## config.mk

```make
export PLATFORM = sky130hd
export DESIGN_NAME = score_render
export DESIGN_NICKNAME = d
export VERILOG_FILES = /design/src/rtl/score_render_pkg.sv /design/src/rtl/score_render_keeper.sv /design/src/rtl/score_render.sv
export SDC_FILE = /design/constraint.sdc
export NUM_CORES = 1
export LEC_CHECK = 0
export CORE_ASPECT_RATIO = 1.25
export CORE_MARGIN = 3
export CORE_UTILIZATION = 44
export DETAILED_ROUTE_END_ITERATION = 8
export PLACE_DENSITY = 0.81
export SLEW_MARGIN = 5
export SYNTH_ARGS = -nofsm -noshare
export SYNTH_HDL_FRONTEND = slang
export SYNTH_SLANG_ARGS = --single-unit
```

## constraint.sdc

```tcl
create_clock -name clk -period 2 [get_ports clk]
set_input_delay 0.4 -clock clk [delete_from_list [all_inputs] [get_ports clk]]
set_output_delay 0.4 -clock clk [all_outputs]
set_load 0.005 [all_outputs]
```

## src/rtl/score_render_pkg.sv

```systemverilog
// Shared constants for the score overlay: sprite geometry, the blank-digit
// code and the winner encoding.
package score_render_pkg;

    localparam int unsigned SPRITE_W    = 4;
    localparam int unsigned SPRITE_H    = 7;
    localparam logic [3:0]  BLANK_DIGIT = 4'hF;

    typedef enum logic {
        WINNER_LEFT  = 1'b0,
        WINNER_RIGHT = 1'b1
    } winner_e;

endpackage

```

## src/rtl/score_render_keeper.sv

```systemverilog
// score_keeper: left/right point counters saturating at WIN_SCORE, the
// game_over flag (raised the cycle after a score reaches WIN_SCORE) and the
// winner latch. new_game outranks any coincident point pulse.
module score_keeper
    import score_render_pkg::*;
#(
    parameter logic [3:0] WIN_SCORE = 4'd9
) (
    input  logic       clk,
    input  logic       rst,
    input  logic       point_l,
    input  logic       point_r,
    input  logic       new_game,
    output logic [3:0] score_l,
    output logic [3:0] score_r,
    output logic       game_over,
    output logic       winner
);

    winner_e winner_q;
    logic    l_at_win;
    logic    r_at_win;

    // Win detection and enum-to-port mapping
    always_comb begin
        l_at_win = (score_l == WIN_SCORE);
        r_at_win = (score_r == WIN_SCORE);
        winner   = winner_q;
    end

    // Score counters, game_over and winner latch
    always_ff @(posedge clk) begin
        if (rst || new_game) begin
            score_l   <= '0;
            score_r   <= '0;
            game_over <= 1'b0;
            winner_q  <= WINNER_LEFT;
        end else if (!game_over) begin
            // Saturate: a pulse in the cycle before game_over rises must not overshoot.
            if (point_l && (score_l < WIN_SCORE)) score_l <= score_l + 4'd1;
            if (point_r && (score_r < WIN_SCORE)) score_r <= score_r + 4'd1;
            if (l_at_win || r_at_win) begin
                game_over <= 1'b1;
                winner_q  <= l_at_win ? WINNER_LEFT : WINNER_RIGHT;
            end
        end
    end

endmodule

```

## src/rtl/score_render.sv

```systemverilog
// score_render: two-digit score overlay. Scores are kept by score_keeper;
// this module shadows them once per frame and runs a 3-stage pixel pipeline
// (box decode -> external scoreboard ROM -> pixel register).
// Optional feature: define SCORE_BLINK_EN to blink the winner's digit
// on alternate 32-frame periods while game_over is high.
module score_render
    import score_render_pkg::*;
#(
    parameter logic [9:0]  LEFT_X     = 10'd256,
    parameter logic [9:0]  RIGHT_X    = 10'd352,
    parameter logic [9:0]  TOP_Y      = 10'd16,
    parameter int unsigned SCALE_LOG2 = 2,
    parameter logic [3:0]  WIN_SCORE  = 4'd9
) (
    input  logic       clk,
    input  logic       rst,
    input  logic       point_l,
    input  logic       point_r,
    input  logic       new_game,
    input  logic [9:0] hcount,
    input  logic [9:0] vcount,
    input  logic       pix_valid,
    output logic [3:0] sb_score,
    output logic [2:0] sb_x,
    output logic [2:0] sb_y,
    input  logic [2:0] sb_dout,
    output logic [2:0] pix_out,
    output logic       pix_on,
    output logic [3:0] score_l,
    output logic [3:0] score_r,
    output logic       game_over,
    output logic       winner
);

    localparam logic [9:0] BOX_W = 10'(SPRITE_W << SCALE_LOG2);
    localparam logic [9:0] BOX_H = 10'(SPRITE_H << SCALE_LOG2);

    logic [3:0] disp_l;
    logic [3:0] disp_r;
    logic       frame_start;
    logic [9:0] dx_l;
    logic [9:0] dx_r;
    logic [9:0] dy;
    logic       in_l;
    logic       in_r;
    logic       blank_l;
    logic       blank_r;
    logic [3:0] sb_score_d;
    logic [2:0] sb_x_d;
    logic [2:0] sb_y_d;
    logic       hit_d;
    logic       hit1;
    logic       hit2;

    score_keeper #(
        .WIN_SCORE(WIN_SCORE)
    ) u_keeper (
        .clk      (clk),
        .rst      (rst),
        .point_l  (point_l),
        .point_r  (point_r),
        .new_game (new_game),
        .score_l  (score_l),
        .score_r  (score_r),
        .game_over(game_over),
        .winner   (winner)
    );

`ifdef SCORE_BLINK_EN
    logic [5:0] frame_cnt;

    // Frame counter driving the winner blink, advanced at each frame origin
    always_ff @(posedge clk) begin
        if (rst || new_game) frame_cnt <= '0;
        else if (frame_start) frame_cnt <= frame_cnt + 6'd1;
    end

    // Blank the winner's digit during the upper half of each 64-frame cycle
    always_comb begin
        blank_l = game_over && frame_cnt[5] && (winner == WINNER_LEFT);
        blank_r = game_over && frame_cnt[5] && (winner == WINNER_RIGHT);
    end
`else
    // Steady display: digits are never blanked
    always_comb begin
        blank_l = 1'b0;
        blank_r = 1'b0;
    end
`endif

    // Stage-1 decode: 10-bit offsets wrap for pixels left/above a box, so a
    // single unsigned compare against the box size covers both bounds.
    always_comb begin
        frame_start = (hcount == '0) && (vcount == '0);
        dx_l        = hcount - LEFT_X;
        dx_r        = hcount - RIGHT_X;
        dy          = vcount - TOP_Y;
        in_l        = pix_valid && (dy < BOX_H) && (dx_l < BOX_W);
        in_r        = pix_valid && (dy < BOX_H) && (dx_r < BOX_W);
        sb_score_d  = BLANK_DIGIT;
        sb_x_d      = '0;
        sb_y_d      = '0;
        hit_d       = 1'b0;
        if (in_l) begin
            sb_score_d = disp_l;
            sb_x_d     = 3'(dx_l >> SCALE_LOG2);
            sb_y_d     = 3'(dy >> SCALE_LOG2);
            hit_d      = !blank_l;
        end else if (in_r) begin
            sb_score_d = disp_r;
            sb_x_d     = 3'(dx_r >> SCALE_LOG2);
            sb_y_d     = 3'(dy >> SCALE_LOG2);
            hit_d      = !blank_r;
        end
    end

    // Display shadows reload only at the frame origin to avoid torn digits
    always_ff @(posedge clk) begin
        if (rst) begin
            disp_l <= '0;
            disp_r <= '0;
        end else if (frame_start) begin
            disp_l <= score_l;
            disp_r <= score_r;
        end
    end

    // Pixel pipeline: ROM address (stage 1), hit alignment, output pixel (stage 3)
    always_ff @(posedge clk) begin
        if (rst) begin
            sb_score <= BLANK_DIGIT;
            sb_x     <= '0;
            sb_y     <= '0;
            hit1     <= 1'b0;
            hit2     <= 1'b0;
            pix_on   <= 1'b0;
            pix_out  <= '0;
        end else begin
            sb_score <= sb_score_d;
            sb_x     <= sb_x_d;
            sb_y     <= sb_y_d;
            hit1     <= hit_d;
            hit2     <= hit1;
            pix_on   <= hit2 && (sb_dout != '0);
            pix_out  <= (hit2 && (sb_dout != '0)) ? sb_dout : '0;
        end
    end

endmodule
```

# Word level (Yosys, flattened, before mapping)
# Index checks and enable logic that the tools add are counted.
[word_totals]
ram_bits = 0
ff_bits = 34
in_bits = 29
latch_bits = 0
romBits = 0
mem_count = 0
[op_classes]
n_lt_le_gt_ge = 5
n_reduce_logical = 16
mul = 0
n_eq_ne = 2
shifts = 0
n_mux = 11
n_div = 0
bitwise = 2
n_addsub = 5
[ops]
columns = ["op", "count"]
rows = [
  ["< comparator 10 x 5 -> 1 bit, second input constant", 3],
  ["zero test 10 bit", 2],
  ["subtractor 10 x 9 -> 10 bit, second input constant", 2],
  ["2-to-1 mux 3 bit", 4],
  ["subtractor 10 x 5 -> 10 bit, second input constant", 1],
  ["adder 4 x 1 -> 4 bit, second input constant", 2],
  ["equality test 4 bit, second input constant", 2],
  ["< comparator 4 bit, second input constant", 2],
  ["2-to-1 mux 4 bit", 2],
  ["logical AND 1 bit", 7],
  ["AND reduction 2 bit", 3],
  ["2-to-1 mux 1 bit", 5],
  ["nonzero test 3 bit", 1],
  ["logical OR 1 bit", 2],
  ["NOT 1 bit", 2],
  ["OR reduction 2 bit", 1],
]

# Longest topological paths before layout
# Gate-level depths: netlist (run 1).
[logic_depth]
word_depth = 6
depth_mapped = 7
ltp_nobuf = 6

# Cells and area by module
# Synthesis (run 1) repeated with hierarchy kept, for this count alone.
[unflattened]
hier_cells = 167
area_unflattened_um2 = 1595.3
[by_module_without_submodules]
columns = ["module", "seq_area_each_um2", "area_each_um2", "cells_per_inst", "instances"]
rows = [
  ["score_render", 480.5, 1036.0, 107, 1],
  ["score_keeper", 200.2, 559.3, 60, 1],
]

# Worst setup path after synthesis (run 1)
# No wires, ideal clock.
[synth_timing]
path_kind = "in2reg"
from = "input vcount[4]"
to = "register disp_l[0]"
setup_ps = 72
arrival_ps = 1587
slack_ps = 341
stages = 6
n_path_buf = 0
cell_sequence = "inv_1 -> ha_1 -> nor4b_1 -> nand4_1 -> nor3_4 -> mux2i_1"
[synth_via]
elab_chain_len = 2
[synth_rtl]
columns = ["item", "line_no", "source"]
rows = [
  ["start: declaration", "score_render.sv:21", "input logic [9:0] vcount,"],
  ["zero test 10 bit", "score_render.sv:94", "frame_start = (hcount == '0) && (vcount == '0);"],
  ["logical AND 1 bit", "score_render.sv:94", ""],
  ["end signal: assignment", "score_render.sv:123", "disp_l <= score_l;"],
  ["end: declaration", "score_render.sv:38", "logic [3:0] disp_l;"],
]
# No other way between the ends.
# A chain may end at the register's enable or synchronous reset.

# Final worst setup path (run 1)
[layout_timing]
from = "input vcount[4]"
to = "register sb_x[0]"
[layout_via]
elab_chain_len = 6
elab_cells_between_ends = 7
classes_between = "add/sub (1); order compare (1); mux (2); reduce/logical (3)"
[layout_rtl]
columns = ["item", "line_no", "source"]
rows = [
  ["subtractor 10 x 5 -> 10 bit *", "score_render.sv:97", "dy = vcount - TOP_Y;"],
  ["< comparator 10 x 5 -> 1 bit *", "score_render.sv:98, score_render.sv:99", ""],
  ["logical AND 1 bit *", "score_render.sv:98, score_render.sv:99", ""],
  ["logical AND 1 bit", "score_render.sv:99", "in_r = pix_valid && (dy < BOX_H) && (dx_r < BOX_W);"],
  ["2-to-1 mux 3 bit", "score_render.sv:109", "end else if (in_r) begin"],
  ["2-to-1 mux 3 bit *", "score_render.sv:104", "if (in_l) begin"],
  ["end signal: assignment", "score_render.sv:132", "sb_x <= '0;"],
  ["end signal: assignment", "score_render.sv:140", "sb_x <= sb_x_d;"],
  ["end: declaration", "score_render.sv:24", "output logic [2:0] sb_x,"],
]
# Every way passes the cells marked *; elsewhere a longest branch is shown, timed or not.

==> results of run 1 <==
-- logic make-up after synthesis --
family	Yosys count	share of synthesized area, %
adders and majority gates	9	7.329
DFF	34	44.30
other	1	0.2441
AOI/OAI and AO/OA	11	4.967
muxes	14	9.120
and+or+nand+nor	68	27.20
xor gates and xnor gates	6	3.420
buffers and inverters	14	3.420
-- cells in the final DEF, fill, tap and decap left out, types with 3 or more instances in the layout --
cell type        synthesis  final
buf_4                    0      9
dfxtp_1                 34     34
and3_1                   5      5
ha_1                     9      9
mux2i_1                 14     14
xnor2_1                  5      5
nor2_1                  14     14
nand2b_1                20     20
and2_1                   4      4
clkbuf_8                 0      5
a21oi_1                  3      3
nand3_1                  5      4
inv_1                   10     10
clkdlybuf4s50_1          0     52
-- power groups by stage --
| stage | Combinational, mW | Sequential, mW | Clock [mW] |
|---|---|---|---|
| 5_1_grt | 0.157 | 0.687 | 0.675 |
| 3_3_place_gp | 0.138 | 0.702 | 0 |
| 2_1_floorplan | 0.0485 | 0.702 | 0 |
| 3_5_place_dp | 0.143 | 0.702 | 0 |
| 4_1_cts | 0.144 | 0.687 | 0.637 |
| 6_report | 0.145 | 0.687 | 0.632 |
-- sequential cells by signal, indices dropped and copies added (netlist names) --
signal	count
disp_l	4
pix_out	3
sb_y	3
hit1	1
u_keeper.score_l	4
u_keeper.game_over	1
u_keeper.score_r	4
u_keeper.winner	1
disp_r	4
pix_on	1
sb_score	4
hit2	1
sb_x	3
-- layer usage --
metal	track usage, %	wire length [µm]
met1	19.80	1449
met2	32.43	1734
met3	6.050	322
met4	8.312	90
met5	0	0
-- area by class of cell --
cell class | count | share of cell area (%)
multi-input combinational | 109 | 35.26
clock buffer | 5 | 2.997
inverter | 10 | 1.635
tap | 37 | 2.016
timing repair buffer | 62 | 26.49
clock inverter | 3 | 1.962
sequential | 34 | 29.65
-- metrics by stage --
stage / hold slack, ns / TNS, ns
global placement: 0.4310 / -1.511
floorplan: 0.4138 / 0
CTS: 0.4582 / 0
detailed placement: 0.4430 / -3.049
global route: 0.4672 / 0
finish: 0.4547 / 0
-- worst paths after layout --
kind | from | cells past startpoint | slack [ns] | to
max | vcount[4] | 8 | 0.13 | sb_x[0]
min reg2reg | hit1 | 1 | 0.45 | hit2
min | hit1 | 1 | 0.45 | hit2
max reg2reg | u_keeper.score_l[0] | 6 | 0.59 | u_keeper.score_l[1]
-- critical path, stage by stage --
cell and delay [ns]:
clkdlybuf4s50_1 0.50, inv_1 0.07, ha_1 0.21, buf_4 0.14, xor2_1 0.13, a31oi_1 0.13, and4_2 0.34, and3_1 0.18
-- synthesized netlist by cell type (2+ instances only) --
cell,number
nand2_1,2
a211oi_1,2
and2_1,4
mux2i_1,14
xnor2_1,5
nand4_1,2
nor3_1,2
ha_1,9
nor4_1,2
and3_1,5
nor3b_1,2
nand2b_1,20
nor2_1,14
a41oi_1,2
nor2b_1,2
a21oi_1,3
clkbuf_1,4
nand3_1,5
dfxtp_1,34
inv_1,10
==> metrics, run 1 <==
Pwr Density 637.3 mW/mm²; share of power burned in registers 46.9%; Storage cell area 680.7 µm²; Clock power frac 43.2%; setup bufs post-CTS 0; P_int 1.142 mW; final net count 260; Peak Freq 0.5351 GHz; mapped cell area 0.001536 mm²; Setup Skew 0.004609 ns; Inst Count DP 252; combinational power share 9.9%; total track usage 18.52%; CP startpoint kind input pin; Max Buffers Root-to-Sink 2; status complete, no violations; crit path DAT 2.10 ns; Syn Area/Cell 9.786 µm²; DRT Pass-1 Iters 4; die width 58.86 µm; htree depth 2; Clock Sinks 34; fin worst setup slack 0.1313 ns; Routed Antenna Nets 0; maximum vdd ir drop 0.4761 mV; first-pass GRT wire length 6120 µm; Site Rows 23; Post-DP Area 0.002176 mm²; Slew Limit Fails 0; clock slew at reported path FFs 0.07 ns; cell accounting for the most synthesized area dfxtp_1; Synth area leaders dfxtp_1 (44%), mux2i_1 (9.1%), nand2b_1 (8.1%), ha_1 (7.3%), nor2_1 (3.4%); sw frac 21.92%; number of flops mapped to enable cells by yosys 0; Total Routed Length 3596 µm; highest fanout seen on the critical path 10; clock latency on the worst-skew pair 0.28 ns; layout cells sized above 1 11.21%; Final Hold Fails 0; Avg Vias per Cell 5.188; cts bufs inserted 5; die area 0.004242 mm²; FILL cells 273; Period minus WS final 1.869 ns; Yosys cell types 34; final non-filler cell total 260; Yosys reg bits 34; DR vias 1349; Mapped Nets 195; Worst Hold Class reg -> reg; Sw Pwr 320.7 µW; initial DRC count 49; Leak 0.9213 nW; Die Y 72.07 µm; final core occ 69.98%; I/O Buffers 52; DP Worst Slack -0.2099 ns; YS warnings 0; Core Region 0.003281 mm²; Post-CTS Hold Buffers 0; DRC Markers 0; Post-DP HPWL 2814 µm; design area 0.002296 mm²; unrepaired setup endpoints after global routing false; endpoints failing setup 0; synthesis-to-layout area growth 49.43%; routability cong. 0.8913; Top FF cell, synth dfxtp_1; Crit Path Category in -> reg; Yosys top cell area share 44.30%; initial antenna violation count 0; max-cap viol count 0; antenna cells 0; post-CTS sizing 0; sequential-to-total area share from yosys stat 44.30%; fin crit share 93.44%; TritonCTS clock tree built; CTS Root Cell clkbuf_8; critical path endpoint category register; multi-input gate area in the final layout 809.5 µm²; final total power 1.463 mW; Synth async-reset ratio 0%; WL/cell 13.83 µm; initial core utilization 46.83%; I/O pin count 53; total gr overflow 0; vias in the first global route 1430; pin count of the biggest net entering global routing 19; Synth Instances 157; Critical Path RT 2.23 ns
(Power assumes the default switching activity.)
==> run 2, diff against run 1 <==
- CORE_MARGIN: 3 -> 2
- TNS_END_PERCENT: not set -> 5
==> metrics, run 2 (synthesis results as in run 1) <==
status complete, no violations; maximum vdd ir drop 0.5352 mV; Total Routed Length 3163 µm; fin crit share 93.77%; initial antenna violation count 0; Final Hold Fails 0; DR vias 1293; Critical Path RT 2.21 ns; Die Y 70.07 µm; post-CTS sizing 0; htree depth 2; clock latency on the worst-skew pair 0.28 ns; Avg Vias per Cell 4.954; post-route setup TNS 0 ns; DRC Markers 0; pin count of the biggest net entering global routing 19; CTS Root Cell clkbuf_8; die area 0.003984 mm²; Post-CTS Hold Buffers 0; initial core utilization 44.88%; critical path endpoint category register; worst r2r dst u_keeper.score_l[1]; I/O Buffers 52; clock slew at reported path FFs 0.07 ns; Max Buffers Root-to-Sink 2; synthesis-to-layout area growth 47.80%; Site Rows 24; DP Worst Slack -0.2045 ns; final total power 1.350 mW; vias in the first global route 1268; Pwr Density 594.3 mW/mm²; fin worst setup slack 0.1245 ns; routability cong. 0.7487; total gr overflow 0; worst reg2reg startpoint u_keeper.score_l[0]; I/O pin count 53; endpoints failing setup 0; CP startpoint kind input pin; final net count 259; total track usage 16.81%; TritonCTS clock tree built; DRT Pass-1 Iters 4; max-cap viol count 0; cts bufs inserted 5; most frequent cells in the layout clkdlybuf4s50_1 (52), dfxtp_1 (34), nand2b_1 (20); Setup Skew 0.008023 ns; Period minus WS final 1.875 ns; Critical Path End disp_l[3]; Routed Antenna Nets 0; crit path from vcount[4]; WL/cell 12.12 µm; Crit Path Category in -> reg; Clock Sinks 34; unrepaired setup endpoints after global routing false; Leak 0.9129 nW; antenna cells 0; Post-DP Area 0.002171 mm²; layout cells sized above 1 10.36%; design area 0.002271 mm²; Worst Hold Class reg -> reg; setup bufs post-CTS 0; die width 56.86 µm; Core Region 0.003423 mm²; most common cell after layout, fill and taps aside clkdlybuf4s50_1; first-pass GRT wire length 5257 µm; Peak Freq 0.5332 GHz; highest fanout seen on the critical path 8; Reg2Reg Depth 6; flop2flop setup slack 0.58 ns; Post-DP HPWL 2526 µm; crit path DAT 2.09 ns; initial DRC count 16; Slew Limit Fails 0
run 2: worst min path at each step:
| stage | startpoint | endpoint | slack, ns | depth (start not counted) |
|---|---|---|---|---|
| after floorplan | hit1 | hit2 | 0.41 | 1 |
| final | hit1 | hit2 | 0.45 | 1 |
| after global placement | hit1 | hit2 | 0.44 | 1 |
| after global routing | hit1 | hit2 | 0.47 | 1 |
| after CTS | hit1 | hit2 | 0.46 | 1 |
| after detailed placement | hit1 | hit2 | 0.43 | 1 |
run 2: metal layers:
| layer | vias up | share of wire [%] | GRT usage, % |
|---|---|---|---|
| met1 | 592 | 39 | 15.48 |
| met4 | 0 | 1.0 | 6.718 |
| met5 | - | 0 | 0 |
| li1 | 660 | - | - |
| met3 | 6 | 5.8 | 4.815 |
| met2 | 35 | 54 | 33.20 |
run 2: where the power goes:
part           internal, mW  switching, mW
logic                0.0904         0.0511
registers             0.681        0.00585
clock network         0.276          0.245
run 2: stage by stage:
stage	hold slack (ns)	utilization, %	cells
2_1_floorplan	0.4138	-	157
3_3_place_gp	0.4368	63.41	253
3_5_place_dp	0.4333	63.41	253
4_1_cts	0.4560	66.19	261
5_1_grt	0.4728	66.34	261
6_report	0.4490	66.34	261
run 2: area by class of cell:
cell class | count | area (µm²)
multi-input combinational | 109 | 808.3
inverter | 10 | 37.54
clock inverter | 2 | 12.51
tap | 39 | 48.80
clock buffer | 6 | 82.58
fill | 288 | 1152
timing repair buffer | 61 | 600.6
sequential | 34 | 680.7
run 2: critical path, cell delays in order:
cell and delay, ns:
clkdlybuf4s50_1 0.42, inv_1 0.09, ha_1 0.18, nor4b_1 0.28
nand4_1 0.19, nor3_4 0.19, buf_12 0.16, mux2i_1 0.18
